**src/rtl/inertial_pkg.sv**
```systemverilog
// Shared definitions for the inertial datapath: sequencer states, IMU command words
// and the pitch-rate offset used downstream by the integrator.
package inertial_pkg;

    typedef enum logic [3:0] {
        INIT_WAIT = 4'd0,
        CFG0      = 4'd1,
        CFG1      = 4'd2,
        CFG2      = 4'd3,
        CFG3      = 4'd4,
        WAIT_INT  = 4'd5,
        RD_PL     = 4'd6,
        RD_PH     = 4'd7,
        RD_AL     = 4'd8,
        RD_AH     = 4'd9,
        DONE      = 4'd10
    } seq_state_e;

    localparam logic [15:0] CFG_CMD_INT_EN = 16'h0D02;
    localparam logic [15:0] CFG_CMD_ACCEL  = 16'h1053;
    localparam logic [15:0] CFG_CMD_GYRO   = 16'h1150;
    localparam logic [15:0] CFG_CMD_ROUND  = 16'h1460;

    localparam logic [15:0] RD_CMD_PTCH_L  = 16'hA200;
    localparam logic [15:0] RD_CMD_PTCH_H  = 16'hA300;
    localparam logic [15:0] RD_CMD_AZ_L    = 16'hAC00;
    localparam logic [15:0] RD_CMD_AZ_H    = 16'hAD00;

    localparam logic signed [15:0] PTCH_RT_OFFSET = 16'sh0050;

    // Command word issued by each transaction-bearing state; idle states map to zero.
    function automatic logic [15:0] seq_cmd(input seq_state_e s);
        logic [15:0] c;
        case (s)
            CFG0:    c = CFG_CMD_INT_EN;
            CFG1:    c = CFG_CMD_ACCEL;
            CFG2:    c = CFG_CMD_GYRO;
            CFG3:    c = CFG_CMD_ROUND;
            RD_PL:   c = RD_CMD_PTCH_L;
            RD_PH:   c = RD_CMD_PTCH_H;
            RD_AL:   c = RD_CMD_AZ_L;
            RD_AH:   c = RD_CMD_AZ_H;
            default: c = 16'h0000;
        endcase
        return c;
    endfunction

endpackage

```
**src/rtl/inertial_interface_if.sv**
```systemverilog
// IMU pin bundle plus the sample bus toward the integrator.
interface inertial_interface_if;
    logic        INT;
    logic        MISO;
    logic        SS_n;
    logic        SCLK;
    logic        MOSI;
    logic        vld;
    logic [15:0] ptch_rt;
    logic [15:0] AZ;

    modport master (
        input  INT, MISO,
        output SS_n, SCLK, MOSI, vld, ptch_rt, AZ
    );

    modport slave (
        output INT, MISO,
        input  SS_n, SCLK, MOSI, vld, ptch_rt, AZ
    );
endinterface

```
**src/rtl/SPI_mstr16.sv**
```systemverilog
// Mode-3 16-bit SPI master: SCLK divider, shift register, bit counter, SS_n/done.
module SPI_mstr16 #(
    parameter int SCLK_DIV_BITS = 5
) (
    input  logic        clk,
    input  logic        rst_n,
    input  logic        wrt,
    input  logic [15:0] cmd,
    output logic        done,
    output logic [15:0] rd_data,
    output logic        SS_n,
    output logic        SCLK,
    output logic        MOSI,
    input  logic        MISO
);

    localparam int DW = SCLK_DIV_BITS;
    // Preload puts the first SCLK fall 8 clocks after SS_n drops.
    localparam logic [DW-1:0] DIV_LOAD = {1'b1, 1'b0, {(DW-2){1'b1}}};
    localparam logic [DW-1:0] DIV_FALL = {DW{1'b1}};
    localparam logic [DW-1:0] DIV_RISE = {1'b0, {(DW-1){1'b1}}};
    localparam logic [DW-1:0] DIV_ONE  = {{(DW-1){1'b0}}, 1'b1};

    logic          active_q;
    logic [DW-1:0] div_q;
    logic [DW-1:0] div_d;
    logic [4:0]    bit_cnt_q;
    logic [15:0]   shft_q;
    logic          miso_smpl_q;
    logic          ss_n_q;
    logic          sclk_q;
    logic          mosi_q;
    logic          done_q;
    logic          fall_s;
    logic          rise_s;
    logic          last_s;

    // Divider next value and the SCLK edge events it implies.
    always_comb begin
        div_d  = div_q + DIV_ONE;
        fall_s = active_q && (div_d == DIV_FALL);
        rise_s = active_q && (div_d == DIV_RISE);
        last_s = fall_s && (bit_cnt_q == 5'd16);
    end

    // Transaction engine; the 17th fall point closes the frame instead of toggling SCLK.
    always_ff @(posedge clk or negedge rst_n) begin
        if (!rst_n) begin
            active_q    <= 1'b0;
            div_q       <= {DW{1'b0}};
            bit_cnt_q   <= 5'd0;
            shft_q      <= 16'h0000;
            miso_smpl_q <= 1'b0;
            ss_n_q      <= 1'b1;
            sclk_q      <= 1'b1;
            mosi_q      <= 1'b0;
            done_q      <= 1'b0;
        end else begin
            done_q <= 1'b0;
            if (!active_q) begin
                if (wrt) begin
                    active_q  <= 1'b1;
                    ss_n_q    <= 1'b0;
                    div_q     <= DIV_LOAD;
                    bit_cnt_q <= 5'd0;
                    shft_q    <= cmd;
                end
            end else begin
                div_q <= div_d;
                if (rise_s) begin
                    sclk_q      <= 1'b1;
                    miso_smpl_q <= MISO;
                end
                if (fall_s) begin
                    shft_q <= {shft_q[14:0], miso_smpl_q};
                    if (last_s) begin
                        active_q <= 1'b0;
                        ss_n_q   <= 1'b1;
                        done_q   <= 1'b1;
                    end else begin
                        sclk_q    <= 1'b0;
                        mosi_q    <= shft_q[15];
                        bit_cnt_q <= bit_cnt_q + 5'd1;
                    end
                end
            end
        end
    end

    assign done    = done_q;
    assign rd_data = shft_q;
    assign SS_n    = ss_n_q;
    assign SCLK    = sclk_q;
    assign MOSI    = mosi_q;

endmodule

```
**src/rtl/inertial_interface.sv**
```systemverilog
// IMU configuration and sample-read sequencer; presents pitch rate and Z accel with a vld strobe.
module inertial_interface
    import inertial_pkg::*;
#(
    parameter int INIT_WAIT_BITS = 16,
    parameter int SCLK_DIV_BITS  = 5
) (
    input  logic                 clk,
    input  logic                 rst_n,
    inertial_interface_if.master imu
);

    localparam int TW = INIT_WAIT_BITS;
    localparam logic [TW-1:0] TIMER_MAX = {TW{1'b1}};
    localparam logic [TW-1:0] TIMER_ONE = {{(TW-1){1'b0}}, 1'b1};

    logic          int_meta_q;
    logic          int_sync_q;
    logic [TW-1:0] timer_q;
    seq_state_e    state_q;
    logic          wrt_q;
    logic [7:0]    pl_q;
    logic [7:0]    ph_q;
    logic [7:0]    al_q;
    logic [7:0]    ah_q;
    logic [15:0]   ptch_rt_q;
    logic [15:0]   az_q;
    logic          vld_q;
    logic [15:0]   cmd_s;
    logic          spi_done_s;
    logic [15:0]   spi_rd_data_s;

    // Two-flop synchronizer for the asynchronous data-ready line.
    always_ff @(posedge clk or negedge rst_n) begin
        if (!rst_n) begin
            int_meta_q <= 1'b0;
            int_sync_q <= 1'b0;
        end else begin
            int_meta_q <= imu.INT;
            int_sync_q <= int_meta_q;
        end
    end

    // wrt is raised on entry to a state, so the command tracks the current state.
    always_comb begin
        cmd_s = seq_cmd(state_q);
    end

    SPI_mstr16 #(
        .SCLK_DIV_BITS(SCLK_DIV_BITS)
    ) u_spi (
        .clk     (clk),
        .rst_n   (rst_n),
        .wrt     (wrt_q),
        .cmd     (cmd_s),
        .done    (spi_done_s),
        .rd_data (spi_rd_data_s),
        .SS_n    (imu.SS_n),
        .SCLK    (imu.SCLK),
        .MOSI    (imu.MOSI),
        .MISO    (imu.MISO)
    );

    // Sequencer: power-up wait, four config writes, then one four-register read per INT.
    always_ff @(posedge clk or negedge rst_n) begin
        if (!rst_n) begin
            state_q   <= INIT_WAIT;
            timer_q   <= {TW{1'b0}};
            wrt_q     <= 1'b0;
            vld_q     <= 1'b0;
            pl_q      <= 8'h00;
            ph_q      <= 8'h00;
            al_q      <= 8'h00;
            ah_q      <= 8'h00;
            ptch_rt_q <= 16'h0000;
            az_q      <= 16'h0000;
        end else begin
            wrt_q <= 1'b0;
            vld_q <= 1'b0;
            case (state_q)
                INIT_WAIT: begin
                    if (timer_q == TIMER_MAX) begin
                        state_q <= CFG0;
                        wrt_q   <= 1'b1;
                    end else begin
                        timer_q <= timer_q + TIMER_ONE;
                    end
                end
                CFG0: if (spi_done_s) begin state_q <= CFG1; wrt_q <= 1'b1; end
                CFG1: if (spi_done_s) begin state_q <= CFG2; wrt_q <= 1'b1; end
                CFG2: if (spi_done_s) begin state_q <= CFG3; wrt_q <= 1'b1; end
                CFG3: if (spi_done_s) begin state_q <= WAIT_INT; end
                WAIT_INT: begin
                    if (int_sync_q) begin
                        state_q <= RD_PL;
                        wrt_q   <= 1'b1;
                    end
                end
                RD_PL: begin
                    if (spi_done_s) begin
                        pl_q    <= spi_rd_data_s[7:0];
                        state_q <= RD_PH;
                        wrt_q   <= 1'b1;
                    end
                end
                RD_PH: begin
                    if (spi_done_s) begin
                        ph_q    <= spi_rd_data_s[7:0];
                        state_q <= RD_AL;
                        wrt_q   <= 1'b1;
                    end
                end
                RD_AL: begin
                    if (spi_done_s) begin
                        al_q    <= spi_rd_data_s[7:0];
                        state_q <= RD_AH;
                        wrt_q   <= 1'b1;
                    end
                end
                RD_AH: begin
                    if (spi_done_s) begin
                        ah_q    <= spi_rd_data_s[7:0];
                        state_q <= DONE;
                    end
                end
                DONE: begin
                    ptch_rt_q <= {ph_q, pl_q};
                    az_q      <= {ah_q, al_q};
                    vld_q     <= 1'b1;
                    state_q   <= WAIT_INT;
                end
                default: begin
                    state_q <= INIT_WAIT;
                    timer_q <= {TW{1'b0}};
                end
            endcase
        end
    end

    assign imu.vld     = vld_q;
    assign imu.ptch_rt = ptch_rt_q;
    assign imu.AZ      = az_q;

endmodule

```
**src/flat_wrapper.sv**
```systemverilog
// flat-port wrapper written by rule: the top's interface ports become plain ports
module inertial_interface_flat import inertial_pkg::*;
#(
    parameter int INIT_WAIT_BITS = 16,
    parameter int SCLK_DIV_BITS  = 5
)
  (clk, rst_n, imu_INT, imu_MISO, imu_SS_n, imu_SCLK, imu_MOSI, imu_vld, imu_ptch_rt, imu_AZ);
  inertial_interface_if imu_i ();
  input  logic clk;
  input  logic rst_n;
  input wire logic [$bits(imu_i.INT)-1:0] imu_INT;
  input wire logic [$bits(imu_i.MISO)-1:0] imu_MISO;
  output wire logic [$bits(imu_i.SS_n)-1:0] imu_SS_n;
  output wire logic [$bits(imu_i.SCLK)-1:0] imu_SCLK;
  output wire logic [$bits(imu_i.MOSI)-1:0] imu_MOSI;
  output wire logic [$bits(imu_i.vld)-1:0] imu_vld;
  output wire logic [$bits(imu_i.ptch_rt)-1:0] imu_ptch_rt;
  output wire logic [$bits(imu_i.AZ)-1:0] imu_AZ;
  assign imu_i.INT = imu_INT;
  assign imu_i.MISO = imu_MISO;
  assign imu_SS_n = imu_i.SS_n;
  assign imu_SCLK = imu_i.SCLK;
  assign imu_MOSI = imu_i.MOSI;
  assign imu_vld = imu_i.vld;
  assign imu_ptch_rt = imu_i.ptch_rt;
  assign imu_AZ = imu_i.AZ;
  inertial_interface #(.INIT_WAIT_BITS(INIT_WAIT_BITS), .SCLK_DIV_BITS(SCLK_DIV_BITS)) u_core (.clk(clk), .rst_n(rst_n), .imu(imu_i));
endmodule
```
**config.mk**
```make
export PLATFORM = sky130hd
export DESIGN_NAME = inertial_interface_flat
export DESIGN_NICKNAME = d
export VERILOG_FILES = /design/src/rtl/inertial_pkg.sv /design/src/rtl/inertial_interface_if.sv /design/src/rtl/SPI_mstr16.sv /design/src/rtl/inertial_interface.sv /design/src/flat_wrapper.sv
export SDC_FILE = /design/constraint.sdc
export NUM_CORES = 1
export LEC_CHECK = 0
export BUFFER_PORTS_ARGS = -buffer_cell sky130_fd_sc_hd__buf_2
export CAP_MARGIN = 20
export CELL_PAD_IN_SITES_DETAIL_PLACEMENT = 1
export CELL_PAD_IN_SITES_GLOBAL_PLACEMENT = 1
export CORE_UTILIZATION = 48
export CTS_CLUSTER_DIAMETER = 40
export DETAILED_ROUTE_END_ITERATION = 8
export PLACE_DENSITY_LB_ADDON = 0.1
export SLEW_MARGIN = 20
export SYNTH_ARGS = -nofsm -noshare
export SYNTH_HDL_FRONTEND = slang
export SYNTH_SLANG_ARGS = --single-unit
```
**constraint.sdc**
```tcl
create_clock -name clk -period 2.4 [get_ports clk]
set_input_delay 0.24 -clock clk [delete_from_list [all_inputs] [get_ports clk]]
set_output_delay 0.24 -clock clk [all_outputs]
set_load 0.01 [all_outputs]
```
==> reports/qor.csv <==
stage;metric;value;unit
floorplanning;rows;38;
clocking;htree_levels;4;
power_and_ir_drop;p_seq_share;44.7;%
global_route;first_global_vias;4088;
setup_path;cp_max_fo;8;
floorplanning;start_util;49.6;%
sta;setup_viol;0;
setup_path;critical_path.top_delay_family;simple AND/OR/NAND/NOR gates;
setup_path;slowest_delay;550;ps
setup_path;worstSetupPathType;reg -> reg;
global_route;antenna_found_initial;0;
global_route;gr-total-overflow;0;
yosys;synth_edf_count;0;
sta;slew_viol_final;0;
setup_path;timing.rr.start;u_core.state_q[1];
global_route;groute.usage.overall;26.2;%
yosys;yosysMostFrequentCell;dfrtp_1;
sta;final.setup_skew;5.57;ps
floorplanning;ioPinCount;40;
global_route;grt_max_degree;44;
floorplanning;die_height;108;um
place;io_buffers;39;
yosys;syn_area;5420;um2
clocking;cts_buffers;17;
yosys;synthDistinctLibCells;54;
yosys;synth.top_cells.by_count;dfrtp_1, mux2_2, nand2_1;
clocking;clock_path_buffers;2;
sta;fin_setup_tns;0;ps
setup_path;r2r_setup_slack;210;ps
setup_path;cp.depth;6;
setup_path;crit_arrival;2530;ps
yosys;syn_nets;478;
detailed_routing;drt-pass1-iter-count;4;
place;postPlaceCellArea;5840;um2
layout;multi_input_area;2270;um2
status;status;finished clean;
power_and_ir_drop;p_comb_share;1.3;%
clocking;postCtsSetupBuffers;0;
yosys;synth_ff_type;dfrtp_1;
setup_path;crit_path_end;u_core.timer_q[13];
detailed_routing;drc_errors;0;
power_and_ir_drop;intPower;0.00362;W
layout;fillers;1142;
yosys;synthArstFlopShare;100;%
detailed_routing;routed_wl;13800;um
yosys;ys_seq_elements;120;
floorplanning;core-area;10900;um2
detailed_routing;avgViaCountPerCell;5.66;
floorplanning;die-width;108;um
setup_path;path_buf_inv;1;
power_and_ir_drop;power.density;706;nW/um2
worst_hold_path;hp-class;in -> reg;
power_and_ir_drop;p_clk_share;54.1;%
setup_path;r2r-end;u_core.timer_q[13];
setup_path;start_kind;flip-flop;
floorplanning;die_area;11700;um2
power_and_ir_drop;sw_frac_of_total;20.3;%
detailed_routing;first_iter_violations;156;
yosys;syn_inst;465;
clocking;cts.sinks;120;
global_route;grt_pass1_wl;22300;um
yosys;synth_top_area_share;54.5;%
power_and_ir_drop;p_leak;3.20;nW
yosys;yosysWarnings;0;
detailed_routing;wire_per_inst;20.6;um
setup_path;crit_chain;inv_1 > ha_1 > nor3_1 > nand3_1 > or4_1 > o211ai_1;
setup_path;critPathSlowestCell;or4_1;
sta;fin_crit;2190;ps
power_and_ir_drop;p_switching;0.000923;W
place;hpwl;8860;um
power_and_ir_drop;ir_drop;0.566;mV
clocking;clock_latency;420;ps
sta;hold_violations;0;
sta;worst_pin_slew;815;ps
setup_path;cp-startpoint;u_core.state_q[1];
detailed_routing;vias;3799;
clocking;clock-root-buffer;clkbuf_16;
sta;slew_headroom;44.3;%
layout;register_area;3010;um2
layout;area_growth;18.8;%
yosys;ys_seq_area_share;55.5;%
layout;drive_above_1_share;30.9;%
clocking;path_clk_slew;50;ps
yosys;yosys.area.top_type;dfrtp_1;
detailed_routing;ant_nets;0;
flow_run;drv_cap;0;
setup_path;cp.required;2730;ps
yosys;synth.avg_cell_area;11.7;um2
setup_path;reg2regPathDepth;6;
setup_path;cp-end-kind;flip-flop;
layout;final_area;6440;um2
sta;fin_crit_sh;91.4;%
sta;rsz0062_at_grt;false;
clocking;cts_tree;yes;
sta;fmax;0.456;GHz
layout;nNetsFinal;531;
place;globalplace.congestion;0.880;
yosys;synth_area_leaders;dfrtp_1, mux2_2, a21oi_1;
sta;whs;64.9;ps
layout;n_antenna_cell;0;
-- sequential cells by signal (all words and copies together), names as in the netlist, 5 cells and up --
| register | cells |
|---|---|
| u_core.ah_q | 8 |
| u_core.al_q | 8 |
| u_core.imu.AZ | 16 |
| u_core.imu.ptch_rt | 16 |
| u_core.ph_q | 8 |
| u_core.pl_q | 8 |
| u_core.timer_q | 16 |
| u_core.u_spi.bit_cnt_q | 5 |
| u_core.u_spi.div_q | 5 |
| u_core.u_spi.rd_data | 16 |
-- area by class of cell --
type,instances,area share (%)
clock inverters,7,1.46
flip-flops and latches,120,46.7
clock buffers,25,7.39
well taps,140,2.72
multi-input cells,310,35.2
inverters,12,0.700
repair buffers,57,5.83
-- power groups by stage --
| stage | logic, W | clock network (W) | registers, W |
|---|---|---|---|
| 2_1_floorplan | 0.0000000323 | 0 | 0.00206 |
| 3_3_place_gp | 0.0000553 | 0 | 0.00206 |
| 3_5_place_dp | 0.0000575 | 0 | 0.00206 |
| 4_1_cts | 0.0000608 | 0.00250 | 0.00203 |
| 5_1_grt | 0.0000676 | 0.00258 | 0.00203 |
| 6_report | 0.0000573 | 0.00246 | 0.00203 |
-- logic make-up (layout without fill, tap and decap cells) --
| kind of cell | count (synthesis) | in the layout | synth area share [%] |
|---|---|---|---|
| fa+ha+maj | 9 | 9 | 2.08 |
| mux | 75 | 75 | 15.6 |
| buf+inv | 35 | 101 | 2.84 |
| xor+xnor | 3 | 3 | 0.831 |
| flops | 120 | 120 | 55.5 |
| compound gates | 95 | 95 | 11.0 |
| simple gates | 128 | 128 | 12.2 |
-- per-stage QoR --
stage / power [W] / instances / setup slack, ps / utilization, %
floorplan: 0.00206 / 465 / 409 / -
global placement: 0.00212 / 637 / 290 / 53.4
detailed placement: 0.00212 / 637 / 168 / 53.4
CTS: 0.00459 / 671 / 153 / 58.8
global route: 0.00468 / 671 / 66.9 / 58.9
finish: 0.00454 / 671 / 207 / 58.9
-- layer usage --
layer  share of wire, %  global-route usage [%]  vias to the layer above
met1                 44                    32.0                     1956
met3                2.8                    7.41                       16
li1                   -                       -                     1777
met5                  0                       0                        -
met4                1.3                    9.46                        0
met2                 52                    44.4                       50
-- cell usage in the layout (no fill, tap or decap), types with 5 or more instances in the layout --
cell	count
buf_4	14
nor2_1	29
mux2_2	67
nand3_1	15
buf_2	38
nor3_1	9
nand2_1	37
o21ai_0	22
and3_1	5
o211ai_1	7
ha_1	9
clkbuf_1	6
a211oi_1	5
dfrtp_1	118
mux2i_1	6
a21oi_1	36
clkbuf_16	17
inv_1	12
-- worst min-delay path by stage --
| stage | cells past startpoint | endpoint | from | slack (ps) |
|---|---|---|---|---|
| final | 2 | u_core.u_spi.miso_smpl_q | imu_MISO | 60 |
| after global routing | 2 | u_core.u_spi.miso_smpl_q | imu_MISO | 60 |
| after CTS | 2 | u_core.u_spi.miso_smpl_q | imu_MISO | 50 |
| after detailed placement | 1 | u_core.imu.AZ[6] | rst_n | 300 |
| after global placement | 1 | u_core.imu.AZ[10] | rst_n | 290 |
| after floorplan | 0 | u_core.ah_q[0] | rst_n | -60 |
-- timing repair --
action                     4_1_cts  5_1_grt
setup endpoints to repair        0        3
hold buffers                     2        0
hold endpoints to repair        41        0
gates resized for setup          0        2
Power figures use the tool's default switching activity.
